`src/rtl/uart_core.sv`:
```
// uart_core: full-duplex UART with one shared 16x baud tick, an oversampling
// receiver and a transmitter. Frame format (data bits, parity, stop bits) is
// set by parameters; parity/frame errors and overruns are reported as pulses.
// Build option: define UART_RX_FIFO_EN to replace the single receive holding
// register with an RX_FIFO_DEPTH-entry first-word-fall-through FIFO.
module uart_core #(
   parameter int CLK_FREQ      = 50_000_000,
   parameter int BAUD          = 115_200,
   parameter int DATA_BITS     = 8,
   parameter int PARITY        = 0,
   parameter int STOP_BITS     = 1,
   parameter int RX_FIFO_DEPTH = 4
) (
   input  logic                 clk_i,
   input  logic                 rst_ni,
   input  logic                 rx_i,
   output logic                 tx_o,
   input  logic [DATA_BITS-1:0] tx_data_i,
   input  logic                 tx_valid_i,
   output logic                 tx_ready_o,
   output logic [DATA_BITS-1:0] rx_data_o,
   output logic                 rx_valid_o,
   input  logic                 rx_ready_i,
   output logic                 parity_err_o,
   output logic                 frame_err_o,
   output logic                 overrun_o
);

   localparam int DIV = CLK_FREQ / (BAUD * 16);
   localparam int CW  = (DIV > 2) ? $clog2(DIV) : 1;
   localparam int BW  = $clog2(DATA_BITS);
   localparam logic [BW-1:0] BIT_LAST  = BW'(DATA_BITS - 1);
   localparam logic [4:0]    STOP_LAST = 5'(STOP_BITS * 16 - 1);

   // Reject configurations the counters are not sized for.
   if (DIV < 2) begin : g_bad_div
      $error("uart_core: CLK_FREQ/(BAUD*16) must be >= 2");
   end
   if (RX_FIFO_DEPTH < 2 || (RX_FIFO_DEPTH & (RX_FIFO_DEPTH - 1)) != 0) begin : g_bad_depth
      $error("uart_core: RX_FIFO_DEPTH must be a power of 2 >= 2");
   end

   // Parity bit that makes the frame's count of ones odd (1) or even (2).
   function automatic logic par_of(input logic [DATA_BITS-1:0] d);
      return (PARITY == 1) ? ~^d : ^d;
   endfunction

   // ---------------------------------------------------------------- baud tick
   logic [CW-1:0] baud_q;
   logic          tick;

   assign tick = (baud_q == CW'(DIV - 1));

   // Free-running divider shared by both directions.
   always_ff @(posedge clk_i or negedge rst_ni) begin
      if (!rst_ni) baud_q <= '0;
      else         baud_q <= tick ? '0 : baud_q + CW'(1);
   end

   // ---------------------------------------------------------------- transmit
   typedef enum logic [2:0] {TX_IDLE, TX_START, TX_DATA, TX_PAR, TX_STOP} tx_state_e;

   tx_state_e            tx_state_q, tx_state_d;
   logic [4:0]           tx_cnt_q, tx_cnt_d;
   logic [BW-1:0]        tx_bit_q, tx_bit_d;
   logic [DATA_BITS-1:0] tx_sh_q, tx_sh_d;
   logic                 tx_par_q, tx_par_d;
   logic                 tx_q, tx_d;

   // Transmit state, shift register and registered line output.
   always_ff @(posedge clk_i or negedge rst_ni) begin
      if (!rst_ni) begin
         tx_state_q <= TX_IDLE;
         tx_cnt_q   <= '0;
         tx_bit_q   <= '0;
         tx_sh_q    <= '0;
         tx_par_q   <= 1'b0;
         tx_q       <= 1'b1;
      end else begin
         tx_state_q <= tx_state_d;
         tx_cnt_q   <= tx_cnt_d;
         tx_bit_q   <= tx_bit_d;
         tx_sh_q    <= tx_sh_d;
         tx_par_q   <= tx_par_d;
         tx_q       <= tx_d;
      end
   end

   // Transmit sequencing: each bit is held for 16 ticks; the line level for
   // the next bit is chosen on the transition so tx stays glitch-free.
   always_comb begin
      tx_state_d = tx_state_q;
      tx_cnt_d   = tx_cnt_q;
      tx_bit_d   = tx_bit_q;
      tx_sh_d    = tx_sh_q;
      tx_par_d   = tx_par_q;
      tx_d       = tx_q;
      unique case (tx_state_q)
         TX_IDLE: begin
            tx_d = 1'b1;
            if (tx_valid_i) begin
               tx_state_d = TX_START;
               tx_sh_d    = tx_data_i;
               tx_par_d   = par_of(tx_data_i);
               tx_cnt_d   = '0;
               tx_bit_d   = '0;
               tx_d       = 1'b0;
            end
         end
         TX_START: if (tick) begin
            if (tx_cnt_q == 5'd15) begin
               tx_state_d = TX_DATA;
               tx_cnt_d   = '0;
               tx_d       = tx_sh_q[0];
            end else tx_cnt_d = tx_cnt_q + 5'd1;
         end
         TX_DATA: if (tick) begin
            if (tx_cnt_q == 5'd15) begin
               tx_cnt_d = '0;
               if (tx_bit_q == BIT_LAST) begin
                  if (PARITY != 0) begin
                     tx_state_d = TX_PAR;
                     tx_d       = tx_par_q;
                  end else begin
                     tx_state_d = TX_STOP;
                     tx_d       = 1'b1;
                  end
               end else begin
                  tx_bit_d = tx_bit_q + BW'(1);
                  tx_sh_d  = tx_sh_q >> 1;
                  tx_d     = tx_sh_q[1];
               end
            end else tx_cnt_d = tx_cnt_q + 5'd1;
         end
         TX_PAR: if (tick) begin
            if (tx_cnt_q == 5'd15) begin
               tx_state_d = TX_STOP;
               tx_cnt_d   = '0;
               tx_d       = 1'b1;
            end else tx_cnt_d = tx_cnt_q + 5'd1;
         end
         TX_STOP: if (tick) begin
            if (tx_cnt_q == STOP_LAST) begin
               tx_state_d = TX_IDLE;
               tx_cnt_d   = '0;
            end else tx_cnt_d = tx_cnt_q + 5'd1;
         end
         default: tx_state_d = TX_IDLE;
      endcase
   end

   assign tx_o       = tx_q;
   assign tx_ready_o = (tx_state_q == TX_IDLE);

   // ---------------------------------------------------------------- receive
   typedef enum logic [2:0] {RX_IDLE, RX_START, RX_DATA, RX_PAR, RX_STOP, RX_BREAK} rx_state_e;

   logic [1:0]           rx_sync_q;
   logic                 rx_s;
   rx_state_e            rx_state_q, rx_state_d;
   logic [3:0]           rx_cnt_q, rx_cnt_d;
   logic [BW-1:0]        rx_bit_q, rx_bit_d;
   logic [DATA_BITS-1:0] rx_sh_q, rx_sh_d;
   logic                 rx_par_q, rx_par_d;
   logic                 done_q, done_d;
   logic                 done_pe_q, done_pe_d;
   logic                 done_fe_q, done_fe_d;

   // Two-flop synchroniser; resets to the idle (high) line level.
   always_ff @(posedge clk_i or negedge rst_ni) begin
      if (!rst_ni) rx_sync_q <= 2'b11;
      else         rx_sync_q <= {rx_sync_q[0], rx_i};
   end

   assign rx_s = rx_sync_q[1];

   // Receive state, sample shift register and the one-clock frame-done flags.
   always_ff @(posedge clk_i or negedge rst_ni) begin
      if (!rst_ni) begin
         rx_state_q <= RX_IDLE;
         rx_cnt_q   <= '0;
         rx_bit_q   <= '0;
         rx_sh_q    <= '0;
         rx_par_q   <= 1'b0;
         done_q     <= 1'b0;
         done_pe_q  <= 1'b0;
         done_fe_q  <= 1'b0;
      end else begin
         rx_state_q <= rx_state_d;
         rx_cnt_q   <= rx_cnt_d;
         rx_bit_q   <= rx_bit_d;
         rx_sh_q    <= rx_sh_d;
         rx_par_q   <= rx_par_d;
         done_q     <= done_d;
         done_pe_q  <= done_pe_d;
         done_fe_q  <= done_fe_d;
      end
   end

   // Receive sequencing: confirm the start bit at its centre (8 ticks), then
   // sample every 16 ticks. A low stop bit parks in RX_BREAK until the line
   // returns high so a held-low line is not mistaken for new start bits.
   always_comb begin
      rx_state_d = rx_state_q;
      rx_cnt_d   = rx_cnt_q;
      rx_bit_d   = rx_bit_q;
      rx_sh_d    = rx_sh_q;
      rx_par_d   = rx_par_q;
      done_d     = 1'b0;
      done_pe_d  = 1'b0;
      done_fe_d  = 1'b0;
      unique case (rx_state_q)
         RX_IDLE: if (!rx_s) begin
            rx_state_d = RX_START;
            rx_cnt_d   = '0;
         end
         RX_START: if (tick) begin
            if (rx_cnt_q == 4'd7) begin
               rx_state_d = rx_s ? RX_IDLE : RX_DATA;
               rx_cnt_d   = '0;
               rx_bit_d   = '0;
            end else rx_cnt_d = rx_cnt_q + 4'd1;
         end
         RX_DATA: if (tick) begin
            if (rx_cnt_q == 4'd15) begin
               rx_cnt_d = '0;
               rx_sh_d  = {rx_s, rx_sh_q[DATA_BITS-1:1]};
               if (rx_bit_q == BIT_LAST) rx_state_d = (PARITY != 0) ? RX_PAR : RX_STOP;
               else                      rx_bit_d   = rx_bit_q + BW'(1);
            end else rx_cnt_d = rx_cnt_q + 4'd1;
         end
         RX_PAR: if (tick) begin
            if (rx_cnt_q == 4'd15) begin
               rx_cnt_d   = '0;
               rx_par_d   = rx_s;
               rx_state_d = RX_STOP;
            end else rx_cnt_d = rx_cnt_q + 4'd1;
         end
         RX_STOP: if (tick) begin
            if (rx_cnt_q == 4'd15) begin
               rx_cnt_d   = '0;
               done_d     = 1'b1;
               done_fe_d  = !rx_s;
               done_pe_d  = (PARITY != 0) && (rx_par_q != par_of(rx_sh_q));
               rx_state_d = rx_s ? RX_IDLE : RX_BREAK;
            end else rx_cnt_d = rx_cnt_q + 4'd1;
         end
         RX_BREAK: if (rx_s) rx_state_d = RX_IDLE;
         default: rx_state_d = RX_IDLE;
      endcase
   end

   // ---------------------------------------------------------------- delivery
`ifdef UART_RX_FIFO_EN
   localparam int AW = $clog2(RX_FIFO_DEPTH);

   logic [DATA_BITS-1:0] mem_q [RX_FIFO_DEPTH];
   logic [AW:0]          wp_q, rp_q;
   logic                 pe_q, fe_q, ov_q;
   logic                 empty, full, rd, wr;

   assign empty = (wp_q == rp_q);
   assign full  = (wp_q[AW] != rp_q[AW]) && (wp_q[AW-1:0] == rp_q[AW-1:0]);
   assign rd    = !empty && rx_ready_i;
   // A read in the same clock frees the slot, so a full FIFO still accepts.
   assign wr    = done_q && (!full || rd);

   // FIFO storage, pointers and the error/overrun pulses tied to each write.
   always_ff @(posedge clk_i or negedge rst_ni) begin
      if (!rst_ni) begin
         for (int i = 0; i < RX_FIFO_DEPTH; i++) mem_q[i] <= '0;
         wp_q <= '0;
         rp_q <= '0;
         pe_q <= 1'b0;
         fe_q <= 1'b0;
         ov_q <= 1'b0;
      end else begin
         pe_q <= wr && done_pe_q;
         fe_q <= wr && done_fe_q;
         ov_q <= done_q && !wr;
         if (wr) begin
            mem_q[wp_q[AW-1:0]] <= rx_sh_q;
            wp_q                <= wp_q + 1'b1;
         end
         if (rd) rp_q <= rp_q + 1'b1;
      end
   end

   assign rx_valid_o = !empty;
   assign rx_data_o  = mem_q[rp_q[AW-1:0]];
`else
   logic [DATA_BITS-1:0] hold_q;
   logic                 hv_q, pe_q, fe_q, ov_q;

   // Single holding register: a new byte is stored only if the slot is free
   // or being consumed this clock; otherwise it is dropped with an overrun.
   always_ff @(posedge clk_i or negedge rst_ni) begin
      if (!rst_ni) begin
         hold_q <= '0;
         hv_q   <= 1'b0;
         pe_q   <= 1'b0;
         fe_q   <= 1'b0;
         ov_q   <= 1'b0;
      end else begin
         pe_q <= 1'b0;
         fe_q <= 1'b0;
         ov_q <= 1'b0;
         if (done_q) begin
            if (!hv_q || rx_ready_i) begin
               hold_q <= rx_sh_q;
               hv_q   <= 1'b1;
               pe_q   <= done_pe_q;
               fe_q   <= done_fe_q;
            end else ov_q <= 1'b1;
         end else if (hv_q && rx_ready_i) hv_q <= 1'b0;
      end
   end

   assign rx_valid_o = hv_q;
   assign rx_data_o  = hold_q;
`endif

   assign parity_err_o = pe_q;
   assign frame_err_o  = fe_q;
   assign overrun_o    = ov_q;

endmodule

```
`config.mk`:
```
export PLATFORM = sky130hd
export DESIGN_NAME = uart_core
export DESIGN_NICKNAME = d
export VERILOG_FILES = /design/src/rtl/uart_core.sv
export SDC_FILE = /design/constraint.sdc
export NUM_CORES = 1
export LEC_CHECK = 0
export BUFFER_PORTS_ARGS = -buffer_cell sky130_fd_sc_hd__buf_2
export CAP_MARGIN = 20
export CORE_UTILIZATION = 35
export DETAILED_ROUTE_END_ITERATION = 10
export SKIP_CTS_REPAIR_TIMING = 1
export SKIP_LAST_GASP = 1
export SYNTH_ARGS = -nofsm -noshare
export SYNTH_HDL_FRONTEND = slang
export SYNTH_SLANG_ARGS = --single-unit
```
`constraint.sdc`:
```
create_clock -name clk_i -period 3 [get_ports clk_i]
set_clock_uncertainty 0.2 [all_clocks]
set_input_delay 0.45 -clock clk_i [delete_from_list [all_inputs] [get_ports clk_i]]
set_output_delay 0.45 -clock clk_i [all_outputs]
set_load 0.01 [all_outputs]
```
# ---- After elaboration in Yosys (flattened, before gate mapping)
# Cells that the tools add are included.
dict set report op_classes {
  add_sub_neg 5
  n_eq_ne 41
  n_mux 74
  n_reduce_logical 24
}
# op count
set ops {}
lappend ops {{$mux 3} 31}
lappend ops {{$ne 2x2->1 const B} 23}
lappend ops {{$mux 8} 4}
lappend ops {{$mux 1} 21}
lappend ops {{$mux 4} 5}
lappend ops {{$mux 5} 4}
lappend ops {{$pmux 3 s6} 1}
lappend ops {{$pmux 8 s2} 1}
lappend ops {{$eq 3x3->1 const B} 5}
lappend ops {{$pmux 3 s5} 1}
lappend ops {{$eq 3x2->1 const B} 4}
lappend ops {{$pmux 3 s2} 2}
lappend ops {{$pmux 4 s3} 1}
lappend ops {{$reduce_and 11->1} 1}
lappend ops {{$add 5x1->5 const B} 2}
lappend ops {{$pmux 5 s2} 1}
lappend ops {{$reduce_and 10->1} 1}
lappend ops {{$reduce_bool 2->1} 4}
lappend ops {{$reduce_and 7->1} 1}
lappend ops {{$add 3x1->3 const B} 2}
lappend ops {{$eq 3x1->1 const B} 2}
lappend ops {{$logic_not 3->1} 2}
lappend ops {{$ne 2x1->1 const B} 3}
lappend ops {{$reduce_and 3->1} 2}
lappend ops {{18 further kinds} 20}
dict set report totals {
  regBits 58
  input_bits 13
  output_inout_bits 14
  wordCells 161
}

# ---- Longest topological paths before layout
# Gate-level depths: netlist of run 1.
dict set report depth {
  depth_word 5
  ltp_mapped 8
  ltp_nobuf 6
}

# ---- Worst setup path before layout of run 1
# No wires, ideal clock.
dict set report synth_timing {
  path_kind {reg2reg}
  startpoint {reg baud_q[0]}
  endpoint {reg tx_bit_q[0]}
  setup_time_ns 0.125
  t_arrival_ns 1.929
  t_required_ns 2.675
  setup_slack_ns 0.746
  stages_incl_launch_ff 9
  n_path_buf 2
  period_less_slack_ns 2.254
  cell_sequence {dfrtp_1 inv_1 ha_1 nand4b_4 or3_1 buf_2 a2bb2oi_2 buf_4 mux2_2}
}
dict set report synth_via {
  elab_chain_cells 3
}
# item line_no
set synth_rtl {}
lappend synth_rtl {{start, declared} 49} ;# logic [CW-1:0] baud_q;
lappend synth_rtl {{start signal, assigned} 57} ;# else baud_q <= tick ? '0 : baud_q + CW'(1);
lappend synth_rtl {{$eq 5x5->1} 52} ;# assign tick = (baud_q == CW'(DIV - 1));
lappend synth_rtl {{$ne 2x2->1 (no line)} n/a}
lappend synth_rtl {{$reduce_and 5->1 (no line)} n/a}
lappend synth_rtl {{end signal, assigned} 82} ;# tx_bit_q <= tx_bit_d;
lappend synth_rtl {{end, declared} 65} ;# logic [BW-1:0] tx_bit_q, tx_bit_d;
# No other way between the ends.
# A chain may end at the register's enable or synchronous reset.

# ---- Final worst setup path of run 1
dict set report layout_timing {
  startpoint {reg baud_q[0]}
  endpoint {reg tx_sh_q[4]}
}
dict set report layout_via {
  elab_chain_cells 3
}
# item line_no
set layout_rtl {}
lappend layout_rtl {{$eq 5x5->1} 52}
lappend layout_rtl {{$ne 2x2->1 (no line)} n/a}
lappend layout_rtl {{$reduce_and 5->1 (no line)} n/a}
lappend layout_rtl {{end signal, assigned} 83} ;# tx_sh_q <= tx_sh_d;
lappend layout_rtl {{end, declared} 66} ;# logic [DATA_BITS-1:0] tx_sh_q, tx_sh_d;
# No other way between the ends.

==> results of run 1 <==
[cells by family (layout without fill, tap and decap cells)]
logic type / after synthesis / count (layout) / share of synthesized area
buffers and inverters: 23 / 59 / 0.03566
and+or+nand+nor: 87 / 87 / 0.1748
other: 1 / 1 / 0.001336
DFF: 58 / 58 / 0.5185
xor gates and xnor gates: 2 / 2 / 0.006243
adders and majority gates: 8 / 8 / 0.03567
AOI/OAI and AO/OA: 44 / 44 / 0.1132
muxes: 29 / 29 / 0.1146
[flip-flops by register name (all words and copies together), names as in the netlist, 2 cells and up]
register    cells
rx_sh_q         8
tx_sh_q         8
rx_sync_q       2
rx_bit_q        3
tx_cnt_q        5
rx_data_o       8
tx_bit_q        3
baud_q          5
rx_cnt_q        4
tx_state_q      3
rx_state_q      3
[worst max path at each step]
stage                    from     endpoint  slack [ps]  cells after the start
floorplan           baud_q[0]  tx_bit_q[0]         750                      8
global placement    baud_q[0]   tx_sh_q[5]         540                      7
detailed placement  baud_q[0]   tx_sh_q[6]         510                      7
CTS                 baud_q[0]   tx_sh_q[4]         490                      7
global route        baud_q[0]   tx_sh_q[5]         360                      7
finish              baud_q[0]   tx_sh_q[4]         500                      7
[power groups by stage]
stage	clock network [W]	registers, W	logic, W
final	0.000615	0.000893	0.000169
after global routing	0.000682	0.000904	0.000197
after global placement	0	0.000904	0.000167
after CTS	0.000639	0.000894	0.000171
after detailed placement	0	0.000909	0.000170
after floorplan	0	0.000898	0.000115
[synthesized netlist by cell type (2+ instances only)]
cell type  count
dfrtp_1       55
nand2_1       34
mux2_2        25
nor2_1        14
inv_1         12
o21ai_0       11
ha_1           8
nand3_1        8
a21oi_1        7
a22o_1         6
nor3_1         6
buf_2          5
or3_1          5
clkbuf_1       4
mux2i_1        4
dfstp_2        3
a21o_1         2
a31o_2         2
a31oi_1        2
a32o_1         2
buf_4          2
nor4_1         2
o221ai_1       2
o22ai_1        2
or2_2          2
[cell type report]
type                            count  area share
Clock inverter                      3    0.005422
Sequential cell                    58      0.4504
Clock buffer                       13     0.04609
Timing Repair Buffer               31     0.05732
Multi-Input combinational cell    171      0.3873
Tap cell                          102     0.03950
Inverter                           12     0.01394
[metrics by stage]
stage	total power, W	hold WS (ps)
6_report	0.001677	26.27
5_1_grt	0.001782	14.36
4_1_cts	0.001704	-28.27
3_5_place_dp	0.001079	149.2
3_3_place_gp	0.001071	146.9
2_1_floorplan	0.001013	-45.59
[metal layers]
layer | vias up | track usage
li1 | 960 | -
met3 | 9 | 0.03601
met5 | - | 0
met1 | 939 | 0.1691
met4 | 0 | 0.05159
met2 | 31 | 0.2262
[worst register-to-register path: stages (launching register included)]
cell and delay [ps]:
dfrtp_1 400, inv_1 60, ha_1 220, nand4b_4 160, or3_1 470, a2bb2oi_2 310, buf_4 220, mux2_2 340
==> flow_metrics.env, run 1 <==
export IMPL_cts_buffers=9
export IMPL_wirelength_mm=4.963
export IMPL_htreeDepth=3
export IMPL_via_per_inst=4.972
export IMPL_cts_tree="done"
export IMPL_wl_met1_mm=2.463
export IMPL_grt_start_max_net_pins=32
export IMPL_drt_iter0_markers=72
export IMPL_clock_power_share=0.367
export IMPL_setup_viol=0
export IMPL_clk_path_buf_depth=2
export IMPL_async_flop_share=1.000
export IMPL_place_ws_ps=508.0
export IMPL_fmax_mhz=400.3
export IMPL_crit_fanout=7
export IMPL_synth_warnings=0
export IMPL_max_cap_viol_count=0
export IMPL_p_sw_frac=0.2509
export IMPL_power_density_nw_per_um2=519.2
export IMPL_hold_depth=1
export IMPL_netSwitchingPower_w=0.0004209
export IMPL_final_area_um2=3231
export IMPL_final_common_cell="dfrtp_1"
export IMPL_yosys_area_top_type="dfrtp_1"
export IMPL_final_max_slew_viol_count=0
export IMPL_clock_latency_ps=330
export IMPL_first_pass_iters=4
export IMPL_vias=1939
export IMPL_worstSetupEndpointType="flop"
export IMPL_synth_edf_count=0
export IMPL_grt_pass1_wl_mm=8.983
export IMPL_overflow=0
export IMPL_synthCells=252
export IMPL_core_area_um2=7727
export IMPL_ys_ff_latch=58
export IMPL_grt_use_total=0.1364
export IMPL_setup_ws_ps=501.8
export IMPL_worst_setup_path_type="flop to flop"
export IMPL_multiInputGateArea_um2=1251
export IMPL_ff_latch_area_um2=1455
export IMPL_dieArea_um2=8380
export IMPL_critPathBufInv=2
export IMPL_critPathLaunchType="flop"
export IMPL_die_y_um=91.55
export IMPL_seqPwrFrac=0.533
export IMPL_p_comb_frac=0.101
export IMPL_drive_gt1_frac=0.2917
export IMPL_min_to="rx_sync_q[0]"
export IMPL_ys_seq_area_frac=0.5185
export IMPL_wl_met2_mm=2.253
export IMPL_wl_met3_um=170
export IMPL_highest_layer="met4"
export IMPL_status="finished clean"
export IMPL_dp_hpwl_mm=3.455
export IMPL_cp_slowest_stage_delay_ps=470
export IMPL_nets=304
export IMPL_slowest_stage="or3_1"
export IMPL_placed_cells=373
export IMPL_vdd_drop_max_uv=322.9
export IMPL_postPlaceCellArea_um2=3054
export IMPL_p_leak_nw=1.529
export IMPL_r2r_cells=7
export IMPL_start_util=0.3632
export IMPL_worst_pin_slew_ps=668.0
export IMPL_dominantRegCellSynth="dfrtp_1"
export IMPL_post_drt_wl_per_cell_um=12.73
export IMPL_finalSetupTns_ps=0
export IMPL_area_growth_pct=15.11
export IMPL_crit_family="simple AND/OR/NAND/NOR gates"
export IMPL_io_buffers=25
export IMPL_synth_area_leaders="dfrtp_1 (49%), mux2_2 (10%), nand2_1 (4.5%)"
export IMPL_num_io_pins=27
export IMPL_die_x_um=91.55
export IMPL_finalCritPeriodShare=0.8327
export IMPL_internal_power_w=0.001256
export IMPL_diodes=0
export IMPL_holdCritPathClass="input port to flop"
export IMPL_root_buffer="clkbuf_8"
export IMPL_worstPathArrival_ps=2510
export IMPL_drt_antenna_violating_nets=0
export IMPL_r2r_end="tx_sh_q[4]"
export IMPL_synth_top_cell_area_share=0.4904
export IMPL_fin_crit_ps=2498
export IMPL_gp_congestion=0.7529
export IMPL_reg2reg_slack_ps=500
export IMPL_drc=0
export IMPL_num_fill_cells=739
export IMPL_syn_area_um2=2806
export IMPL_final_hold_violation_count=0
export IMPL_antenna_found_initial=0
export IMPL_final_cell_mix="dfrtp_1 (55), nand2_1 (34), mux2_2 (25), buf_2 (25), nor2_1 (14)"
export IMPL_maxSlewHeadroom=0.5547
export IMPL_fin_cells=390
export IMPL_grt_pass1_vias=1961
export IMPL_r2r_start="baud_q[0]"
export IMPL_fp_row_count=32
export IMPL_post_route_util=0.4181
export IMPL_clk_pin_slew_worst_paths_ps=60
export IMPL_crit_path_cell_trace="inv_1, ha_1, nand4b_4, or3_1, a2bb2oi_2, buf_4, mux2_2"
export IMPL_cp_required_ps=3010
export IMPL_hold_start="rx_i"
export IMPL_syn_num_nets=273
export IMPL_avgSynthCellArea_um2=11.14
export IMPL_clock_sinks=58
export IMPL_rsz0062_at_grt="no"
export IMPL_ys_types=52
Power figures use the tool's default switching activity.
==> inputs of run 2 (changes only) <==
==> constraint.sdc (replaced) <==
create_clock -name clk_i -period 2.5 [get_ports clk_i]
set_clock_uncertainty 0.2 [all_clocks]
set_input_delay 0.375 -clock clk_i [delete_from_list [all_inputs] [get_ports clk_i]]
set_output_delay 0.375 -clock clk_i [all_outputs]
set_load 0.01 [all_outputs]
==> run 2 against run 1 <==
Non-clock buffer count grew 9; die area is the same; maximum frequency grew 8.4%; via count shrank 0.10%; sequential power grew 20%; sequential share of layout area shrank 0.81 points; sequential cell count is the same; largest power group unchanged.
==> flow_metrics.env, run 2 (synthesis gave the netlist of run 1 again) <==
export IMPL_cts_tree="done"
export IMPL_drive_gt1_frac=0.3098
export IMPL_worstPathArrival_ps=2320
export IMPL_nets=313
export IMPL_drt_iter0_markers=64
export IMPL_power_density_nw_per_um2=601.9
export IMPL_cts_buffers=9
export IMPL_r2r_start="baud_q[0]"
export IMPL_root_buffer="clkbuf_8"
export IMPL_grt_pass1_vias=1900
export IMPL_worst_pin_slew_ps=510.2
export IMPL_wirelength_mm=4.768
export IMPL_finalPower_w=0.001980
export IMPL_die_x_um=91.55
export IMPL_maxSlewHeadroom=0.6599
export IMPL_status="finished clean"
export IMPL_final_common_cell="dfrtp_1"
export IMPL_use_met2=0.1999
export IMPL_hold_start="tx_data_i[7]"
export IMPL_final_cell_mix="dfrtp_1 (55), nand2_1 (34), mux2_2 (25), buf_2 (25), nor2_1 (14)"
export IMPL_final_hold_violation_count=0
export IMPL_io_buffers=25
export IMPL_post_drt_wl_per_cell_um=11.95
export IMPL_crit_fanout=10
export IMPL_clock_sinks=58
export IMPL_area_growth_pct=17.21
export IMPL_start_util=0.3632
export IMPL_die_y_um=91.55
export IMPL_clk_path_buf_depth=2
export IMPL_overflow=0
export IMPL_grt_use_total=0.1310
export IMPL_diodes=0
export IMPL_final_max_slew_viol_count=0
export IMPL_clk_pin_slew_worst_paths_ps=60
export IMPL_drt_antenna_violating_nets=0
export IMPL_critPathLaunchType="flop"
export IMPL_p_leak_nw=1.573
export IMPL_postPlaceCellArea_um2=3114
export IMPL_num_fill_cells=749
export IMPL_antenna_found_initial=0
export IMPL_final_area_um2=3289
export IMPL_finalCritPeriodShare=0.9222
export IMPL_min_to="tx_sh_q[7]"
export IMPL_finalSetupTns_ps=0
export IMPL_max_cap_viol_count=0
export IMPL_gp_congestion=0.7733
export IMPL_grt_pass1_wl_mm=8.673
export IMPL_fp_row_count=32
export IMPL_cp_required_ps=2510
export IMPL_rsz0062_at_grt="no"
export IMPL_clock_latency_ps=330
export IMPL_fmax_mhz=433.8
export IMPL_core_area_um2=7727
export IMPL_use_met3=0.03518
export IMPL_via_per_inst=4.855
export IMPL_htreeDepth=3
export IMPL_worst_setup_path_type="flop to flop"
export IMPL_grt_start_max_net_pins=39
export IMPL_vdd_drop_max_uv=255.3
export IMPL_use_met1=0.1707
export IMPL_drc=0
export IMPL_r2r_end="tx_sh_q[2]"
export IMPL_worstSetupEndpointType="flop"
export IMPL_hold_depth=3
export IMPL_setup_viol=0
export IMPL_reg2reg_slack_ps=190
export IMPL_dieArea_um2=8380
export IMPL_r2r_cells=7
export IMPL_fin_crit_ps=2305
export IMPL_holdCritPathClass="input port to flop"
export IMPL_busiest_layer="met2"
export IMPL_dp_hpwl_mm=3.388
export IMPL_vias=1937
export IMPL_num_io_pins=27
export IMPL_first_pass_iters=4
run 2: cell types whose count changed in the layout (fill, tap and decap cells not counted), sizes merged:
cell | before | now
clkinvlp | 1 | 0
dlygate4sd3 | 1 | 2
buf | 30 | 38
clkbuf | 13 | 12
clkinv | 2 | 4
run 2: final cells by class:
cell class / instances / area (µm²) / area share
clock buffers: 12 / 135.1 / 0.04108
clock inverters: 4 / 20.02 / 0.006086
inverters: 12 / 45.04 / 0.01369
multi-input cells: 171 / 1251 / 0.3804
flip-flops and latches: 58 / 1455 / 0.4424
well taps: 102 / 127.6 / 0.03880
repair buffers: 40 / 255.2 / 0.07760
run 2: how the worst max path moves through the flow:
stage / slack, ps / from / endpoint / depth (start not counted)
floorplan: 250 / baud_q[0] / tx_bit_q[0] / 8
global placement: 240 / baud_q[0] / rx_sh_q[2] / 7
detailed placement: 190 / baud_q[0] / tx_sh_q[2] / 7
CTS: 200 / baud_q[0] / rx_sh_q[2] / 7
global route: 50 / baud_q[0] / rx_sh_q[2] / 7
finish: 190 / baud_q[0] / tx_sh_q[2] / 7
run 2: worst max-delay path: stages (launching register included):
cell       delay (ps)
dfrtp_1           410
inv_1              70
ha_1              220
nand4b_4          120
or3_1             460
a2bb2oi_2         170
buf_4             190
mux2_2            340
run 2: power breakdown:
group,total (W),internal (W),switching [W]
combinational,0.000213,0.000111,0.000102
sequential,0.00107,0.00102,0.0000477
clock,0.000697,0.000353,0.000344
total,0.00198,0.00149,0.000494
run 2: through the flow:
step                hold slack, ps  utilization  cells  worst slack, ps
CTS                         -186.0       0.4231    397            201.1
floorplan                   -120.6            -    252            246.1
detailed placement           148.1       0.4030    381            192.6
global placement             146.0       0.4030    381            236.9
global route                 99.55       0.4257    399            51.33
finish                       85.88       0.4257    399            194.6
run 2: per-layer routing:
layer / wire length [µm] / vias up
met4: 75 / 0
met3: 168 / 8
met1: 2443 / 912
met2: 2081 / 32
li1: - / 985
met5: 0 / -
==> inputs of run 3 (changes only) <==
--- a/config.mk
+++ b/config.mk
@@ -9,6 +9,7 @@
 export CAP_MARGIN = 20
 export CORE_UTILIZATION = 35
 export DETAILED_ROUTE_END_ITERATION = 10
+export PLACE_DENSITY = 0.63
 export SKIP_CTS_REPAIR_TIMING = 1
 export SKIP_LAST_GASP = 1
 export SYNTH_ARGS = -nofsm -noshare
==> run 3 against run 2 <==
Critical path depth unchanged; core utilization increased by 0.36 points; global-route usage grew 0.58 points; critical endpoint is now tx_sh_q[4]; largest power group unchanged.
==> flow_metrics.env, run 3 (synthesis gave the netlist of run 1 again) <==
export IMPL_status="finished clean"
export IMPL_dp_hpwl_mm=3.588
export IMPL_grt_use_total=0.1368
export IMPL_grt_pass1_wl_mm=9.018
export IMPL_final_hold_violation_count=0
export IMPL_finalSetupTns_ps=0
export IMPL_num_io_pins=27
export IMPL_crit_path_cell_trace="inv_1, ha_1, nand4b_4, or3_1, a2bb2oi_2, buf_4, mux2_2"
export IMPL_fin_cells=397
export IMPL_p_leak_nw=1.579
export IMPL_critPathBufInv=2
export IMPL_dieArea_um2=8380
export IMPL_worst_pin_slew_ps=524.7
export IMPL_die_x_um=91.55
export IMPL_cts_buffers=9
export IMPL_crit_family="simple AND/OR/NAND/NOR gates"
export IMPL_multiInputGateArea_um2=1251
export IMPL_start_util=0.3632
export IMPL_place_ws_ps=211.5
export IMPL_area_growth_pct=18.19
export IMPL_worst_setup_path_type="flop to flop"
export IMPL_worstSetupEndpointType="flop"
export IMPL_drt_iter0_markers=73
export IMPL_die_y_um=91.55
export IMPL_gp_congestion=0.7549
export IMPL_core_area_um2=7727
export IMPL_diodes=0
export IMPL_power_density_nw_per_um2=642.6
export IMPL_fin_crit_ps=2276
export IMPL_cp_required_ps=2520
export IMPL_setup_viol=0
export IMPL_clock_sinks=58
export IMPL_first_pass_iters=4
export IMPL_placed_cells=379
export IMPL_clk_pin_slew_worst_paths_ps=60
export IMPL_drc=0
export IMPL_overflow=0
export IMPL_critPathLaunchType="flop"
export IMPL_final_max_slew_viol_count=0
export IMPL_finalCritPeriodShare=0.9103
export IMPL_drt_antenna_violating_nets=0
export IMPL_worstPathArrival_ps=2300
export IMPL_num_fill_cells=732
export IMPL_setup_ws_ps=224.2
export IMPL_drive_gt1_frac=0.3051
export IMPL_holdWs_ps=85.81
export IMPL_wirelength_mm=4.918
export IMPL_vias=1947
export IMPL_vdd_drop_max_uv=203.3
export IMPL_final_cell_mix="dfrtp_1 (55), nand2_1 (34), mux2_2 (25), buf_2 (25), nor2_1 (14)"
export IMPL_slowest_stage="or3_1"
export IMPL_nets=311
export IMPL_fmax_mhz=439.4
export IMPL_fp_row_count=32
export IMPL_holdCritPathClass="input port to flop"
export IMPL_ff_latch_area_um2=1455
export IMPL_antenna_found_initial=0
export IMPL_final_common_cell="dfrtp_1"
export IMPL_max_cap_viol_count=0
export IMPL_crit_fanout=10
export IMPL_io_buffers=25
export IMPL_finalPower_w=0.002131
export IMPL_maxSlewHeadroom=0.6502
export IMPL_grt_start_max_net_pins=38
export IMPL_rsz0062_at_grt="no"
export IMPL_clk_path_buf_depth=2
export IMPL_htreeDepth=3
export IMPL_grt_pass1_vias=2013
export IMPL_via_per_inst=4.904
export IMPL_clock_latency_ps=330
export IMPL_post_drt_wl_per_cell_um=12.39
export IMPL_cts_tree="done"
export IMPL_root_buffer="clkbuf_8"
export IMPL_cp_slowest_stage_delay_ps=450
[run 3: cell types whose count changed in the layout (fill, tap and decap cells not counted), sizes merged]
| cell | delta |
|---|---|
| clkbuf | +2 |
| bufinv | +1 |
| clkinv | -3 |
| buf | -2 |
[run 3: through the flow]
| step | cell area (µm²) | util |
|---|---|---|
| 6_report | 3317 | 0.4292 |
| 2_1_floorplan | 2806 | - |
| 3_5_place_dp | 3099 | 0.4011 |
| 5_1_grt | 3317 | 0.4292 |
| 3_3_place_gp | 3099 | 0.4011 |
| 4_1_cts | 3297 | 0.4267 |
[run 3: final cells by class]
cell class / count / share of cell area
clock buffer: 14 / 0.04904
clock inverter: 2 / 0.01056
inverter: 12 / 0.01358
multi-input combinational: 171 / 0.3772
sequential: 58 / 0.4387
tap: 102 / 0.03848
timing repair buffer: 38 / 0.07243
[run 3: worst min-delay path, stage by stage]
cell     delay, ps
buf_2           80
nand3_1         60
o21ai_0         70
[run 3: power breakdown]
group | leakage [nW] | total (W) | internal [W] | switching [W]
combinational | 0.739 | 0.000206 | 0.000105 | 0.000101
sequential | 0.739 | 0.00107 | 0.00102 | 0.0000483
clock | 0.101 | 0.000855 | 0.000514 | 0.000341
[run 3: metal layers]
metal	up-vias	global-route usage	wire [µm]
met4	0	0.08730	119
met3	10	0.03099	164
met1	924	0.1608	2290
met2	38	0.2243	2345
li1	975	-	-
met5	-	0	0
[run 3: final timing paths]
check	from	endpoint	slack (ps)	depth (start not counted)
setup / recovery	baud_q[0]	tx_sh_q[4]	220	7
hold / removal	tx_data_i[7]	tx_sh_q[7]	90	3
setup reg to reg	baud_q[0]	tx_sh_q[4]	220	7
hold reg to reg	rx_sync_q[0]	rx_sync_q[1]	160	0
max in group asynchronous	rst_ni	tx_o	1110	3
min in group asynchronous	rst_ni	rx_state_q[2]	350	2
